**config.mk**
```make
export PLATFORM = sky130hd
export DESIGN_NAME = calc_key_entry
export DESIGN_NICKNAME = d
export VERILOG_FILES = /design/src/rtl/calc_key_entry.sv
export SDC_FILE = /design/constraint.sdc
export NUM_CORES = 1
export LEC_CHECK = 0
export CAP_MARGIN = 40
export CELL_PAD_IN_SITES_DETAIL_PLACEMENT = 2
export CELL_PAD_IN_SITES_GLOBAL_PLACEMENT = 2
export CORE_AREA = 2 2 197 199
export DETAILED_ROUTE_END_ITERATION = 10
export DIE_AREA = 0 0 199 201
export PLACE_DENSITY_LB_ADDON = 0.25
export SLEW_MARGIN = 20
export SYNTH_ARGS = -nofsm -noshare
export SYNTH_HDL_FRONTEND = slang
export SYNTH_SLANG_ARGS = --single-unit
```
**constraint.sdc**
```tcl
create_clock -name clk -period 8.34 [get_ports clk]
set_input_delay 1.668 -clock clk [delete_from_list [all_inputs] [get_ports clk]]
set_output_delay 1.668 -clock clk [all_outputs]
set_load 0.01 [all_outputs]
```
**src/rtl/calc_key_entry.sv**
```systemverilog
// Calculator key entry: switch sampling/debounce, key events, BCD operand entry FSM, LCD line-1 ASCII buffer.
// Build option: define KEY_REPEAT_EN to auto-repeat held digit keys every 50 sample ticks.
module calc_key_entry #(
    parameter int TICK_DIV       = 5,
    parameter int DEBOUNCE_TICKS = 4,
    parameter int MAX_DIGITS     = 3
) (
    input  logic                    clk,
    input  logic                    rst,
    input  logic [11:0]             sw,
    input  logic [7:0]              dipsw,
    input  logic [3:0]              rd_addr,
    output logic [7:0]              rd_data,
    output logic                    key_evt,
    output logic [4:0]              key_code,
    output logic [4*MAX_DIGITS-1:0] operand_a,
    output logic [4*MAX_DIGITS-1:0] operand_b,
    output logic [2:0]              op_code,
    output logic                    calc_go,
    output logic [7:0]              led,
    output logic [1:0]              entry_state
);

    // state  | meaning
    // S_A    | entering operand A
    // S_B    | binary operator latched, entering operand B
    // S_DONE | expression complete, calc_go issued
    localparam logic [1:0] S_A    = 2'd0;
    localparam logic [1:0] S_B    = 2'd1;
    localparam logic [1:0] S_DONE = 2'd2;

    localparam int OW    = 4 * MAX_DIGITS;
    localparam int DIV_W = (TICK_DIV > 1) ? $clog2(TICK_DIV) : 1;
    localparam int DB_W  = $clog2(DEBOUNCE_TICKS + 1);
    localparam logic [DIV_W-1:0] DIV_LAST = DIV_W'(TICK_DIV - 1);
    localparam logic [DB_W-1:0]  DB_N     = DB_W'(DEBOUNCE_TICKS);
    localparam logic [2:0]       MAX_LEN  = 3'(MAX_DIGITS);
    localparam logic [4:0]       K_CLR    = 5'd10;
    localparam logic [4:0]       K_CE     = 5'd11;

    logic [DIV_W-1:0] div_cnt;
    logic             tick;

    assign tick = (div_cnt == DIV_LAST);

    always_ff @(posedge clk or posedge rst) begin
        if (rst)       div_cnt <= '0;
        else if (tick) div_cnt <= '0;
        else           div_cnt <= div_cnt + 1'b1;
    end

    logic [19:0] sample;
    logic        cand_valid;
    logic [4:0]  cand_code;

    assign sample     = {sw, dipsw};
    assign cand_valid = (sample != '0) && ((sample & (sample - 20'd1)) == '0);

    // sample[19:10] = digits 0..9, [9] CLR, [8] CE, [7:0] operators coded 16..23
    always_comb begin
        cand_code = '0;
        for (int i = 0; i < 20; i++) begin
            if (sample[i]) cand_code = (i >= 8) ? 5'(19 - i) : 5'(23 - i);
        end
    end

    logic            prev_valid;
    logic [4:0]      prev_code;
    logic [DB_W-1:0] db_cnt;
    logic [DB_W-1:0] db_next;
    logic            locked;
    logic            same;
    logic            reached;
    logic            accept;
    logic            repeat_hit;

    always_comb begin
        same = (cand_valid == prev_valid) && (!cand_valid || (cand_code == prev_code));
        if (!same)               db_next = DB_W'(1);
        else if (db_cnt == DB_N) db_next = DB_N;
        else                     db_next = db_cnt + 1'b1;
        reached = tick && (db_next == DB_N) && !(same && (db_cnt == DB_N));
        accept  = reached && cand_valid && !locked;
    end

`ifdef KEY_REPEAT_EN
    localparam logic [5:0] RPT_LAST = 6'd49;
    logic [5:0] rpt_cnt;

    assign repeat_hit = tick && locked && same && cand_valid && (cand_code <= 5'd9)
                        && (cand_code == key_code) && (rpt_cnt == '0);

    always_ff @(posedge clk or posedge rst) begin
        if (rst)                         rpt_cnt <= RPT_LAST;
        else if (accept || repeat_hit)   rpt_cnt <= RPT_LAST;
        else if (tick && rpt_cnt != '0)  rpt_cnt <= rpt_cnt - 1'b1;
    end
`else
    assign repeat_hit = 1'b0;
`endif

    always_ff @(posedge clk or posedge rst) begin
        if (rst) begin
            prev_valid <= 1'b0;
            prev_code  <= '0;
            db_cnt     <= '0;
            locked     <= 1'b0;
            key_evt    <= 1'b0;
            key_code   <= '0;
        end else begin
            key_evt <= accept || repeat_hit;
            if (tick) begin
                prev_valid <= cand_valid;
                prev_code  <= cand_code;
                db_cnt     <= db_next;
                if (reached) locked <= cand_valid;
            end
            if (accept) key_code <= cand_code;
        end
    end

    function automatic logic [7:0] op_char(input logic [2:0] op);
        case (op)
            3'd0:    op_char = 8'h2B;
            3'd1:    op_char = 8'h2D;
            3'd2:    op_char = 8'hD7;
            3'd3:    op_char = 8'h2F;
            3'd4:    op_char = 8'hF7;
            3'd5:    op_char = 8'h5E;
            3'd6:    op_char = 8'h21;
            default: op_char = 8'h3D;
        endcase
    endfunction

    logic [1:0]    state;
    logic [2:0]    len_a;
    logic [2:0]    len_b;
    logic [7:0]    line_buf [16];
    logic [3:0]    pos_op;
    logic [3:0]    pos_b;
    logic [OW-1:0] digit_w;
    logic [7:0]    digit_ch;
    logic [2:0]    key_op;
    logic          is_digit;

    // operator char sits right after A; B digits follow it
    assign pos_op   = 4'(len_a);
    assign pos_b    = pos_op + 4'd1 + 4'(len_b);
    assign digit_w  = OW'(key_code[3:0]);
    assign digit_ch = {4'h3, key_code[3:0]};
    assign key_op   = key_code[2:0];
    assign is_digit = !key_code[4] && (key_code <= 5'd9);

    assign entry_state = state;

    always_ff @(posedge clk or posedge rst) begin
        if (rst) begin
            state     <= S_A;
            operand_a <= '0;
            operand_b <= '0;
            op_code   <= '0;
            led       <= '0;
            calc_go   <= 1'b0;
            len_a     <= '0;
            len_b     <= '0;
            for (int i = 0; i < 16; i++) line_buf[i] <= 8'h20;
        end else begin
            calc_go <= 1'b0;
            if (key_evt) begin
                if (key_code == K_CLR) begin
                    state     <= S_A;
                    operand_a <= '0;
                    operand_b <= '0;
                    op_code   <= '0;
                    led       <= '0;
                    len_a     <= '0;
                    len_b     <= '0;
                    for (int i = 0; i < 16; i++) line_buf[i] <= 8'h20;
                end else if (key_code == K_CE) begin
                    case (state)
                        S_A: begin
                            if (len_a != '0) begin
                                operand_a              <= operand_a >> 4;
                                len_a                  <= len_a - 1'b1;
                                line_buf[pos_op - 4'd1] <= 8'h20;
                            end
                        end
                        S_B: begin
                            if (len_b != '0) begin
                                operand_b              <= operand_b >> 4;
                                len_b                  <= len_b - 1'b1;
                                line_buf[pos_b - 4'd1] <= 8'h20;
                            end else begin
                                op_code          <= '0;
                                led              <= '0;
                                line_buf[pos_op] <= 8'h20;
                                state            <= S_A;
                            end
                        end
                        default: ;
                    endcase
                end else if (is_digit) begin
                    case (state)
                        S_A: begin
                            if (len_a < MAX_LEN) begin
                                operand_a        <= (operand_a << 4) | digit_w;
                                len_a            <= len_a + 1'b1;
                                line_buf[pos_op] <= digit_ch;
                            end
                        end
                        S_B: begin
                            if (len_b < MAX_LEN) begin
                                operand_b       <= (operand_b << 4) | digit_w;
                                len_b           <= len_b + 1'b1;
                                line_buf[pos_b] <= digit_ch;
                            end
                        end
                        default: begin
                            // a digit after a finished expression starts a fresh one
                            operand_a <= digit_w;
                            operand_b <= '0;
                            op_code   <= '0;
                            led       <= '0;
                            len_a     <= 3'd1;
                            len_b     <= '0;
                            state     <= S_A;
                            for (int i = 1; i < 16; i++) line_buf[i] <= 8'h20;
                            line_buf[0] <= digit_ch;
                        end
                    endcase
                end else if (key_code[4]) begin
                    case (state)
                        S_A: begin
                            if (len_a != '0 && key_op != 3'd7) begin
                                op_code          <= key_op;
                                led              <= 8'h80 >> key_op;
                                line_buf[pos_op] <= op_char(key_op);
                                if (key_op == 3'd6) begin
                                    line_buf[pos_op + 4'd1] <= 8'h3D;
                                    calc_go                 <= 1'b1;
                                    state                   <= S_DONE;
                                end else begin
                                    state <= S_B;
                                end
                            end
                        end
                        S_B: begin
                            if (key_op <= 3'd5 && len_b == '0) begin
                                op_code          <= key_op;
                                led              <= 8'h80 >> key_op;
                                line_buf[pos_op] <= op_char(key_op);
                            end else if (key_op == 3'd7 && len_b != '0) begin
                                line_buf[pos_b] <= 8'h3D;
                                calc_go         <= 1'b1;
                                state           <= S_DONE;
                            end
                        end
                        default: ;
                    endcase
                end
            end
        end
    end

    always_ff @(posedge clk or posedge rst) begin
        if (rst) rd_data <= '0;
        else     rd_data <= line_buf[rd_addr];
    end

endmodule

```
==> summary.md <==
| Metric | Value |
|---|---|
| Antenna violations before repair | 2 |
| Max Cap Violations | 0 |
| Initial DRC count | 1470 |
| Worst-margin pin slew | 0.9191 ns |
| Yosys top cell area share | about a third |
| Setup Fix Bufs, Post-CTS | 0 |
| Worst-Skew Late Latency | ~0.5 ns |
| IO buf count | 77 |
| Number of detailed-route iterations in the first pass | 5 |
| Maximum buffer depth of the clock tree | 2 |
| Die W | between 150 and 200 microns |
| R2R Path Start | len_a[0] |
| Mux cell area share after synthesis | 8.946% |
| Synthesis-stage register bit count | around 200 |
| Cell Area, Synth | 14290 sq um |
| Async S/R FF share, synth | 100.0% |
| Gate Count Post-Synth | approximately 1700 |
| Via/cell ratio | 6.946 |
| RSZ-0062 raised after global routing | false |
| Drt total wl | slightly above 70000 microns |
| Unique masters post-synth | 97 |
| Placed Cells | between 2000 and 2500 |
| # IOs | 78 |
| Min-Delay Startpoint | line_buf[125] |
| Setup crit start kind | flip-flop |
| Core area | between 30000 and 40000 sq um |
| Post-synth EDFFs | 0 |
| Worst setup EP type | flip-flop |
| PD cells | 118.9 nW/um^2 |
| Setup slack after layout | 3.063 ns |
| First-pass GRT wire length | between 100000 and 150000 microns |
| Critical Path Fanout Max | 22 |
| Overflow after GRT | 0 |
| Share of cells above drive strength 1 | between 10% and 20% |
| Vias | roughly 15000 |
| Die footprint | 40000 sq um |
| Setup-failing EPs final | 0 |
| XOR/XNOR Fraction of Synth Area | 0.5515% |
| CTS Buf Count | 17 |
| Synthesized area per cell | 8.605 sq um |
| Outcome | finished clean |
| Critical path endpoint | line_buf[23] |
| Hpwl dp | about 50000 microns |
| Synth Area in Compound Gates | 28.65% |
| Drt wl/cell | between 30 and 40 microns |
| Gr usage total | 36.58% |
| Post-Synth Simple-Gate Area | between 20% and 30% |
| Max Freq | 189.5 MHz |
| Period utilization | 63.27% |
| TritonCTS clock tree | yes |
| Yosys warns | 0 |
| Fin crit period | roughly 5.3 ns |
| Final Slew Violations | 0 |
| Initial Util | a little under two fifths |
| CP Data Arrival Time | roughly 5.7 ns |
| Synth top area cells | dfrtp_1, mux4_2, a21oi_1, nand2_1, o21ai_0 |
| CTS resizes | 0 |
| Vias in the first global route | roughly 16000 |
| Row count | slightly above 70 |
| Dominant synthesized flop cell | dfrtp_1 |
| Sequential cell area fraction in the yosys report | roughly a third |
| Leak pwr | 6.394 nW |
| FF-to-FF End | line_buf[23] |
| N_diodes | 0 |
| Max rail drop VDD | 120.9 uV |
| Die height | 201 microns |
| Largest net degree at the start of global routing | 100 |
| Adder-cell area share of the yosys netlist | roughly 1.5% |
| Gpl congestion | roughly 0.96 |
| CTS H-Tree Depth | 4 |
| Hold path depth | 2 |
| Leading area contributor after synthesis | dfrtp_1 |
| Clock Skew | about 0.021 ns |
| Slew HR | about two fifths |
| Antenna-violating nets left | 0 |
| Final nets | roughly 1700 |
| Critical path class | reg -> reg |
| Setup TNS | 0 ns |
| Final-report hold violation count | 0 |
| CTS root buf | clkbuf_16 |
| Most frequent cells in the layout | dfrtp_1, nand2_1, nor2_1 |
| Worst reg2reg setup slack | around 3.1 ns |
| Number of clock sinks | slightly below 200 |
| Combinational family with the most area after synthesis | compound AO/OA/AOI/OAI gates |
| DRC | 0 |
| Commonest non-fill, non-tap cell in the layout | dfrtp_1 |
| FF-to-FF path depth | 10 |
| Post-Place Worst Slack | slightly above 3 ns |
| Crit path from | len_a[0] |
| Non-filler cells, final | roughly 2200 |
| # hold bufs at CTS | 0 |
| Clock-pin slew on the worst setup and hold paths | ~0.080 ns |
| Net count after synthesis | 1703 |
| CP required | around 8.7 ns |
| Layout area overhead | 15.02% |
| Hold Path Class | reg -> reg |
cells in the mapped netlist (12+ instances only):
| cell | count |
|---|---|
| a211oi_1 | 12 |
| a21o_1 | 16 |
| a21oi_1 | 124 |
| a221oi_1 | 30 |
| a22o_1 | 22 |
| a31oi_1 | 38 |
| and2_1 | 29 |
| and3_1 | 14 |
| buf_2 | 17 |
| clkbuf_1 | 99 |
| dfrtp_1 | 183 |
| dfstp_2 | 16 |
| ha_1 | 15 |
| inv_1 | 42 |
| mux2i_1 | 24 |
| mux4_2 | 40 |
| nand2_1 | 161 |
| nand2b_1 | 15 |
| nand3_1 | 74 |
| nand4_1 | 13 |
| nor2_1 | 144 |
| nor2b_1 | 14 |
| nor3_1 | 44 |
| nor4_1 | 18 |
| o211ai_1 | 24 |
| o21ai_0 | 114 |
| o221ai_1 | 17 |
| o22ai_1 | 34 |
| o2bb2ai_1 | 31 |
| o31ai_1 | 14 |
per-layer routing:
| layer | global-route usage, % | wire [microns] | vias to the layer above |
|---|---|---|---|
| met5 | 0 | 34 | - |
| met4 | 17.11 | 3587 | 4 |
| met3 | 8.434 | 5984 | 205 |
| met2 | 56.12 | 32200 | 779 |
| met1 | 48.77 | 29560 | 8076 |
| li1 | - | - | 6425 |
flip-flops by register name (all words and copies together) (netlist names):
| name | count |
|---|---|
| len_b | 3 |
| entry_state | 2 |
| operand_b | 12 |
| prev_valid | 1 |
| key_evt | 1 |
| prev_code | 5 |
| rd_data | 8 |
| operand_a | 12 |
| len_a | 3 |
| div_cnt | 3 |
| led | 8 |
| locked | 1 |
| line_buf | 128 |
| calc_go | 1 |
| db_cnt | 3 |
| key_code | 5 |
| op_code | 3 |
logic make-up (layout without fill, tap and decap cells):
| family | count (synthesis) | count (layout) |
|---|---|---|
| flops | 199 | 199 |
| buf+inv | 177 | 228 |
| compound gates | 596 | 596 |
| mux | 75 | 75 |
| fa+ha+maj | 17 | 17 |
| xor+xnor | 9 | 9 |
| simple gates | 588 | 588 |
worst max-delay path, cell delays in order (launching register included):
cell and delay [ns]:
dfrtp_1 0.77, ha_1 0.66, xnor2_1 0.27, inv_1 0.14
ha_1 0.38, a21oi_1 0.57, mux2i_2 0.57, nand2_1 0.34
a2111oi_1 0.72, o21ai_0 0.45, and2_1 0.29
stage by stage:
| step | cell area [sq um] | util, % | total power [W] | hold WS [ns] |
|---|---|---|---|---|
| 6_report | 16440 | 43.14 | 0.001954 | 0.4679 |
| 5_1_grt | 16440 | 43.14 | 0.002006 | 0.4973 |
| 4_1_cts | 16330 | 42.85 | 0.001963 | 0.4692 |
| 3_5_place_dp | 15730 | 41.27 | 0.001068 | 0.4530 |
| 3_3_place_gp | 15620 | 40.98 | 0.001065 | 0.4493 |
| 2_1_floorplan | 14290 | - | 0.001032 | 0.4322 |
final cells by class:
class / instances / area (sq um)
clock inverters: 11 / 132.6
flip-flops and latches: 199 / 5001
fillers: 4182 / 21670
multi-input cells: 1285 / 8636
repair buffers: 152 / 1380
well taps: 518 / 648.1
clock buffers: 21 / 470.5
inverters: 44 / 172.7
worst min-delay path by stage:
stage | end | slack [ns]
3_3_place_gp | line_buf[109] | 0.45
2_1_floorplan | div_cnt[0] | 0.43
5_1_grt | line_buf[125] | 0.50
4_1_cts | line_buf[125] | 0.47
6_report | line_buf[125] | 0.47
3_5_place_dp | line_buf[125] | 0.45
report_power, final:
group | switching [W] | internal [W]
Combinational | 0.0000548 | 0.0000281
Clock | 0.000433 | 0.000472
Sequential | 0.00000125 | 0.000965
Total | 0.000489 | 0.00147
No activity file was read; power rests on OpenSTA's default activity.
